$ cat config.mk
export PLATFORM = sky130hd
export DESIGN_NAME = bypass_register_file
export DESIGN_NICKNAME = d
export VERILOG_FILES = /design/src/rtl/fwd_pkg.sv /design/src/rtl/bypass_read_select.sv /design/src/rtl/bypass_register_file.sv
export SDC_FILE = /design/constraint.sdc
export NUM_CORES = 1
export LEC_CHECK = 0
export ABC_AREA = 0
export CORE_MARGIN = 4
export CORE_UTILIZATION = 40
export CTS_BUF_LIST = sky130_fd_sc_hd__clkbuf_4
export DETAILED_ROUTE_END_ITERATION = 16
export PLACE_DENSITY_LB_ADDON = 0.05
export SLEW_MARGIN = 40
export SYNTH_ARGS = -nofsm -noshare
export SYNTH_HDL_FRONTEND = slang
export SYNTH_SLANG_ARGS = --single-unit
$ cat constraint.sdc
create_clock -name clk -period 3.1 [get_ports clk]
set_clock_uncertainty 0.15 [all_clocks]
set_input_delay 0.31 -clock clk [delete_from_list [all_inputs] [get_ports clk]]
set_output_delay 0.31 -clock clk [all_outputs]
set_load 0.01 [all_outputs]
$ cat src/rtl/fwd_pkg.sv
// Shared definitions for the writeback forwarding path: address width
// helper, the zero-register index and the default in-flight entry layout.
package fwd_pkg;

    // Width of a register address; a single-register file still gets one bit.
    function automatic int unsigned reg_addr_width(input int unsigned count);
        return (count > 1) ? $clog2(count) : 1;
    endfunction

    localparam int unsigned ZeroRegIndex     = 0;
    localparam int unsigned DefaultAddrWidth = 3;
    localparam int unsigned DefaultDataWidth = 16;

    // In-flight writeback entry at the default widths. Modules with other
    // widths declare the same {valid, addr, data} layout locally and hand it
    // to the read selector through its type parameter.
    typedef struct packed {
        logic                        valid;
        logic [DefaultAddrWidth-1:0] addr;
        logic [DefaultDataWidth-1:0] data;
    } fwd_entry_t;

endpackage

$ cat src/rtl/bypass_read_select.sv
// One read port: picks the youngest matching in-flight stage, otherwise the
// register-file word, and reports which stage supplied the data.
module bypass_read_select
    import fwd_pkg::*;
#(
    parameter int unsigned ForwardDepth     = 2,
    parameter int unsigned RegAddrWidth     = 3,
    parameter int unsigned DataWidth        = 16,
    parameter int unsigned ZeroRegHardwired = 1,
    parameter type         EntryT           = fwd_entry_t
) (
    input  EntryT [ForwardDepth-1:0] stages,
    input  logic  [DataWidth-1:0]    regWord,
    input  logic  [RegAddrWidth-1:0] rdAddr,
    output logic  [DataWidth-1:0]    rdData,
    output logic  [ForwardDepth-1:0] fwdHit
);

    logic found;
    logic isZeroReg;

    assign isZeroReg = (ZeroRegHardwired != 0) && (rdAddr == RegAddrWidth'(ZeroRegIndex));

    // Priority scan from stage 0 (youngest) to the oldest stage.
    always_comb begin
        rdData = regWord;
        fwdHit = '0;
        found  = 1'b0;
        for (int unsigned i = 0; i < ForwardDepth; i++) begin
            if (!found && stages[i].valid && (stages[i].addr == rdAddr)) begin
                rdData    = stages[i].data;
                fwdHit[i] = 1'b1;
                found     = 1'b1;
            end
        end
        if (isZeroReg) begin
            rdData = '0;
            fwdHit = '0;
        end
    end

endmodule

$ cat src/rtl/bypass_register_file.sv
// Architectural register file fronted by a ForwardDepth-deep pipeline of
// in-flight writeback results; read ports see the youngest pending value.
module bypass_register_file
    import fwd_pkg::*;
#(
    parameter int unsigned ReadPortCount    = 3,
    parameter int unsigned ForwardDepth     = 2,
    parameter int unsigned RegisterCount    = 8,
    parameter int unsigned DataWidth        = 16,
    parameter int unsigned ZeroRegHardwired = 1,
    localparam int unsigned RegAddrWidth    = reg_addr_width(RegisterCount)
) (
    input  logic                                         clk,
    input  logic                                         rst_n,
    input  logic                                         clk_en,
    input  logic                                         flush,
    input  logic                                         wr_valid,
    input  logic [RegAddrWidth-1:0]                      wr_addr,
    input  logic [DataWidth-1:0]                         wr_data,
    input  logic [ReadPortCount-1:0][RegAddrWidth-1:0]   rd_addr,
    output logic [ReadPortCount-1:0][DataWidth-1:0]      rd_data,
    output logic [ReadPortCount-1:0][ForwardDepth-1:0]   rd_fwd_hit,
    output logic                                         commit_valid,
    output logic [RegAddrWidth-1:0]                      commit_addr,
    output logic [DataWidth-1:0]                         commit_data
);

    typedef struct packed {
        logic                    valid;
        logic [RegAddrWidth-1:0] addr;
        logic [DataWidth-1:0]    data;
    } entry_t;

    entry_t [ForwardDepth-1:0]               stages;
    entry_t                                  incoming;
    logic   [DataWidth-1:0]                  regFile [RegisterCount];
    logic   [ReadPortCount-1:0][DataWidth-1:0] rfWord;
    logic                                    lastInRange;

    // Stage-entry record; writes to the hardwired zero register never enter.
    always_comb begin
        incoming.valid = wr_valid &&
            !((ZeroRegHardwired != 0) && (wr_addr == RegAddrWidth'(ZeroRegIndex)));
        incoming.addr  = wr_addr;
        incoming.data  = wr_data;
    end

    assign lastInRange  = 32'(stages[ForwardDepth-1].addr) < RegisterCount;
    assign commit_valid = stages[ForwardDepth-1].valid;
    assign commit_addr  = stages[ForwardDepth-1].addr;
    assign commit_data  = stages[ForwardDepth-1].data;

    // Stage shift, commit of the oldest stage, flush squash and reset.
    // A flush only drops valid bits, so the oldest entry never reaches the
    // register file at that edge.
    always_ff @(posedge clk) begin
        if (!rst_n) begin
            stages <= '0;
            for (int unsigned r = 0; r < RegisterCount; r++) begin
                regFile[r] <= '0;
            end
        end else if (clk_en) begin
            if (flush) begin
                for (int unsigned i = 0; i < ForwardDepth; i++) begin
                    stages[i].valid <= 1'b0;
                end
            end else begin
                if (stages[ForwardDepth-1].valid && lastInRange) begin
                    regFile[stages[ForwardDepth-1].addr] <= stages[ForwardDepth-1].data;
                end
                stages[0] <= incoming;
                for (int unsigned i = 1; i < ForwardDepth; i++) begin
                    stages[i] <= stages[i-1];
                end
            end
        end
    end

    for (genvar p = 0; p < ReadPortCount; p++) begin : gReadPort
        assign rfWord[p] = (32'(rd_addr[p]) < RegisterCount) ? regFile[rd_addr[p]] : '0;

        bypass_read_select #(
            .ForwardDepth    (ForwardDepth),
            .RegAddrWidth    (RegAddrWidth),
            .DataWidth       (DataWidth),
            .ZeroRegHardwired(ZeroRegHardwired),
            .EntryT          (entry_t)
        ) uSelect (
            .stages (stages),
            .regWord(rfWord[p]),
            .rdAddr (rd_addr[p]),
            .rdData (rd_data[p]),
            .fwdHit (rd_fwd_hit[p])
        );
    end

endmodule

Word level (Yosys, flattened, before mapping)
Memory sizes are Yosys's and may differ from the RTL's. Cells that the tools add are included.

Equal/unequal tests: 6. Muxes and demuxes: 29. Bitwise operators: 1. Reductions and logical operators: 20.

Operators with widths (count): two-way mux 16 bit (10); equality test 3 bit (6); OR reduction 16 bit (1); two-way mux 1 bit (15); zero test 3 bit (4); logical AND 1 bit (10); two-way mux 2 bit (3); zero test 1 bit (4); two-way mux 3 bit (1); AND reduction 2 bit (1); inverter 1 bit (1).

Flip-flop bits (word level): 40. Bits in writable memories: 128. Input bits: 33. Logic and storage cells: 63. Memories kept: 1.

Memory list: regFile (words 8, bits a word 16, read ports 3, clocked after memory_dff 0, wr ports 8, line bypass_register_file.sv:36) `logic [DataWidth-1:0] regFile [RegisterCount];`.

Longest topological paths before layout
Depth in word-level cells: 8. Depth in mapped cells: 7.

Cells and area by module
Synthesis repeated with hierarchy kept, for this count alone.

Cell total of the unflattened synthesis: 915. Area total of the unflattened synthesis: 11084.4 um^2.

Modules (own cells, without submodules): bypass_register_file (times used 1, cells an instance 651, area each 9425.3 um^2); bypass_read_select (times used 3, cells an instance 88, area each 553.0 um^2).

Worst setup path before layout
Ideal clock, no wire load.

Path type: register to register. Start point: reg, netlist name commit_valid. End point: mem regFile[6][0], enable pin. Setup time: 0.411 ns. Data arrival time: 2.155 ns. Required time: 2.539 ns. Slack: 0.384 ns. Stages on the path, launching flop included: 4. Cells stage by stage: dfxtp_1 -> clkbuf_1 -> nand4b_1 -> o21ai_0.

RTL lines (line): end, declared (bypass_register_file.sv:36).

==> results.json <==
{
  "grt_usage_pct": 24.1,
  "startpoint_type": "flip-flop",
  "crit_family": "buffers and inverters",
  "p_sw_share_pct": 31.3,
  "antenna_found_initial": 2,
  "hold_viol": 0,
  "synth_top_area_share_pct": 34.3,
  "dr.pass1.iters": 5,
  "synthXorXnorAreaFrac_pct": 1.91,
  "max_freq_mhz": 336,
  "cts_tree": "done",
  "h-tree-depth": 4,
  "remaining_drc_errors": 0,
  "hold_class": "in2reg",
  "finalPower_uw": 4990,
  "cts_buffers": 17,
  "synthSimpleGateAreaFrac_pct": 20.0,
  "tightest_slew_ns": 0.793,
  "ir_drop_v": 0.000184,
  "drv_slew": 0,
  "syn_to_final_growth_pct": 20.1,
  "drive_above_1_share_pct": 31.1,
  "vias": 8465,
  "p_leak_uw": 0.00481,
  "syn_area_mm2": 0.0112,
  "slowest_stage": "dfxtp_1",
  "clk_latency_ns": 0.61,
  "post_drt_via_cell_ratio": 5.80,
  "net-switching-power_uw": 1560,
  "finalNetCount": 1101,
  "power_frac_clock_pct": 28.4,
  "period_minus_slack_ns": 2.97,
  "pre_cts_ws_ns": 0.0583,
  "row_count": 61,
  "synthMuxAreaShare_pct": 24.1,
  "die_w_um": 175,
  "cp.depth": 7,
  "synth_area_per_cell_um2": 11.7,
  "path_class": "reg2out",
  "routabilityCongestion": 0.871,
  "place_hpwl_um": 26000,
  "routedWlPerCell_um": 25.3,
  "core_mm2": 0.0277,
  "syn_inst": 961,
  "post_cts_buffers": 0,
  "grt_pass1_wl_um": 54900,
  "synth_seq_cells": 168,
  "p_int_uw": 3430,
  "max_slew_margin_pct": 47.0,
  "netlist_top_cells_area": "edfxtp_1 (34%), mux4_2 (19%), and2_1 (7.2%)",
  "p_per_area_mw_per_mm2": 371,
  "synthAdderAreaFrac_pct": 0,
  "synth_top_family_by_area": "multiplexers",
  "cts_sinks": 168,
  "routed_wl_um": 36900,
  "reg2reg_depth": 4,
  "ctsHoldBuffers": 0,
  "path_max_fanout": 17,
  "grt_start_max_net_pins": 49,
  "synth_compound_area_share_pct": 6.68,
  "cts.path.max_buffers": 2,
  "crit_arrival_ns": 2.51,
  "cp_cell_sequence": "buf_6 -> xnor2_4 -> and4bb_2 -> bufbuf_16 -> o32ai_1 -> nor3_1 -> dlygate4sd2_1",
  "setup_viol": 0,
  "syn-num-nets": 994,
  "ctsRootBufferMaster": "clkbuf_4",
  "fin_ws_ns": 0.128,
  "period_share_pct": 95.9,
  "synth.yosys.seq_area_share_pct": 41.4,
  "endpoint_kind": "output pin",
  "ant_nets": 0,
  "ys.warnings.count": 0,
  "dieArea_mm2": 0.0308,
  "comb_power_share_pct": 20.6,
  "synth_cell_type_count": 36,
  "status": "completed",
  "drtIter0Drc": 803,
  "pwr-share-seq_pct": 51.0,
  "grt-ovfl-total": 0,
  "timing.setup.tns_ns": 0,
  "initial_utilization_pct": 40.5,
  "hold_path_depth": 3,
  "cpPeakStageDelay_ns": 0.34,
  "port-buffer-count": 106,
  "rsz0062_at_grt": "no",
  "critPathBufInv": 3,
  "max_cap_viol_count": 0,
  "synth_top_area_cell": "edfxtp_1",
  "grt_pass1_vias": 8557,
  "die_h_um": 175,
  "path_clk_slew_ns": 0.17,
  "num_io_pins": 107,
  "crit_required_ns": 2.64
}
[metal layers]
metal	routed length, um	part of all wire [%]	GRT usage (%)
met1	15200	41	32.0
met4	888	2.4	7.18
met2	18700	51	41.2
met3	2080	5.6	3.40
met5	19	0.051	0
[tightest hold or removal path, cell delays in order]
cell and delay (ns):
clkdlybuf4s50_1 0.39, nand2_1 0.05, a21boi_0 0.06
[final timing paths]
kind                                  endpoint                         from  slack, ns
setup / recovery                   rd_data[38]      stages[18]$_SDFFE_PN0P_       0.13
hold / removal          stages[2]$_SDFFE_PN0P_                   wr_data[2]       0.08
setup reg to reg  regFile[1][14]$_SDFFCE_PN0P_  commit_addr[0]$_SDFFE_PN0P_       1.08
hold reg to reg        stages[13]$_SDFFE_PN0P_      stages[13]$_SDFFE_PN0P_       0.34
[Yosys cell counts]
library cell	number
a21boi_0	38
and2_1	129
and2b_1	1
and4_1	3
and4bb_1	3
buf_1	2
buf_2	33
buf_4	22
buf_6	13
clkbuf_1	38
clkbuf_2	5
dfxtp_1	40
edfxtp_1	128
inv_1	1
mux2_2	48
mux4_2	96
nand2_1	126
nand2b_1	18
nand3_1	3
nand4_1	1
nand4b_1	1
nor2_1	6
nor2b_1	20
nor3_1	97
nor3_2	5
nor4_1	3
nor4bb_1	1
o21a_1	1
o21ai_0	6
o22ai_1	1
o32ai_1	48
or2_2	3
or2b_1	3
xnor2_1	9
xnor2_4	3
xor2_1	6
[state kept, by name (all words and copies together), names as in the netlist]
| register | cells |
|---|---|
| stages | 20 |
| commit_valid | 1 |
| commit_data | 16 |
| commit_addr | 3 |
| regFile | 128 |
[final cells by class]
class,instances,area [um^2]
Sequential cell,168,4660
Clock inverter,15,175
Antenna cell,1,2.50
Multi-Input combinational cell,679,6110
Tap cell,378,473
Clock buffer,17,128
Timing Repair Buffer,201,1910
Inverter,1,3.75
Fill cell,2541,14200
[power groups by stage]
stage / logic (uW) / registers, uW / clock network (uW)
finish: 1030 / 2540 / 1420
CTS: 1030 / 2550 / 1450
global placement: 1060 / 2590 / 0
floorplan: 621 / 2570 / 0
global route: 1090 / 2560 / 1540
detailed placement: 1060 / 2600 / 0
[per-stage QoR]
stage / utilization (%) / cell area (um^2) / hold slack, ns / cells
after floorplan: - / 11200 / 0.305 / 961
after global placement: 46.9 / 13000 / 0.322 / 1425
after detailed placement: 46.9 / 13000 / 0.327 / 1425
after CTS: 48.4 / 13400 / 0.0246 / 1458
after global routing: 48.6 / 13500 / 0.0447 / 1460
final: 48.6 / 13500 / 0.0775 / 1460
[cells in the final DEF (no fill, tap or decap), types with 7 or more instances in the layout]
cell,netlist,final
and2_1,129,129
edfxtp_1,128,128
nand2_1,126,126
mux4_2,96,96
nor3_1,97,80
buf_4,22,76
mux2_2,48,48
clkdlybuf4s50_1,0,47
o32ai_1,48,41
dlygate4sd2_1,0,40
a21boi_0,38,38
dfxtp_1,40,34
nor2b_1,20,19
nor3_2,5,19
nand2b_1,18,18
clkbuf_4,0,17
buf_12,0,16
xnor2_1,9,9
o32ai_2,0,7
buf_2,33,7
[cells by family after synthesis]
kind of cell / after synthesis
AOI/OAI and AO/OA: 94
muxes: 144
buffers and inverters: 114
and+or+nand+nor: 423
DFF: 168
xor gates and xnor gates: 18
[timing repair]
item                                    CTS  global route
pin swaps                                11             6
hold endpoints to repair                  0             0
resized for setup                        79            26
gates cloned                              1             0
endpoints found under the setup margin   52            14
Power figures use the tool's default switching activity.
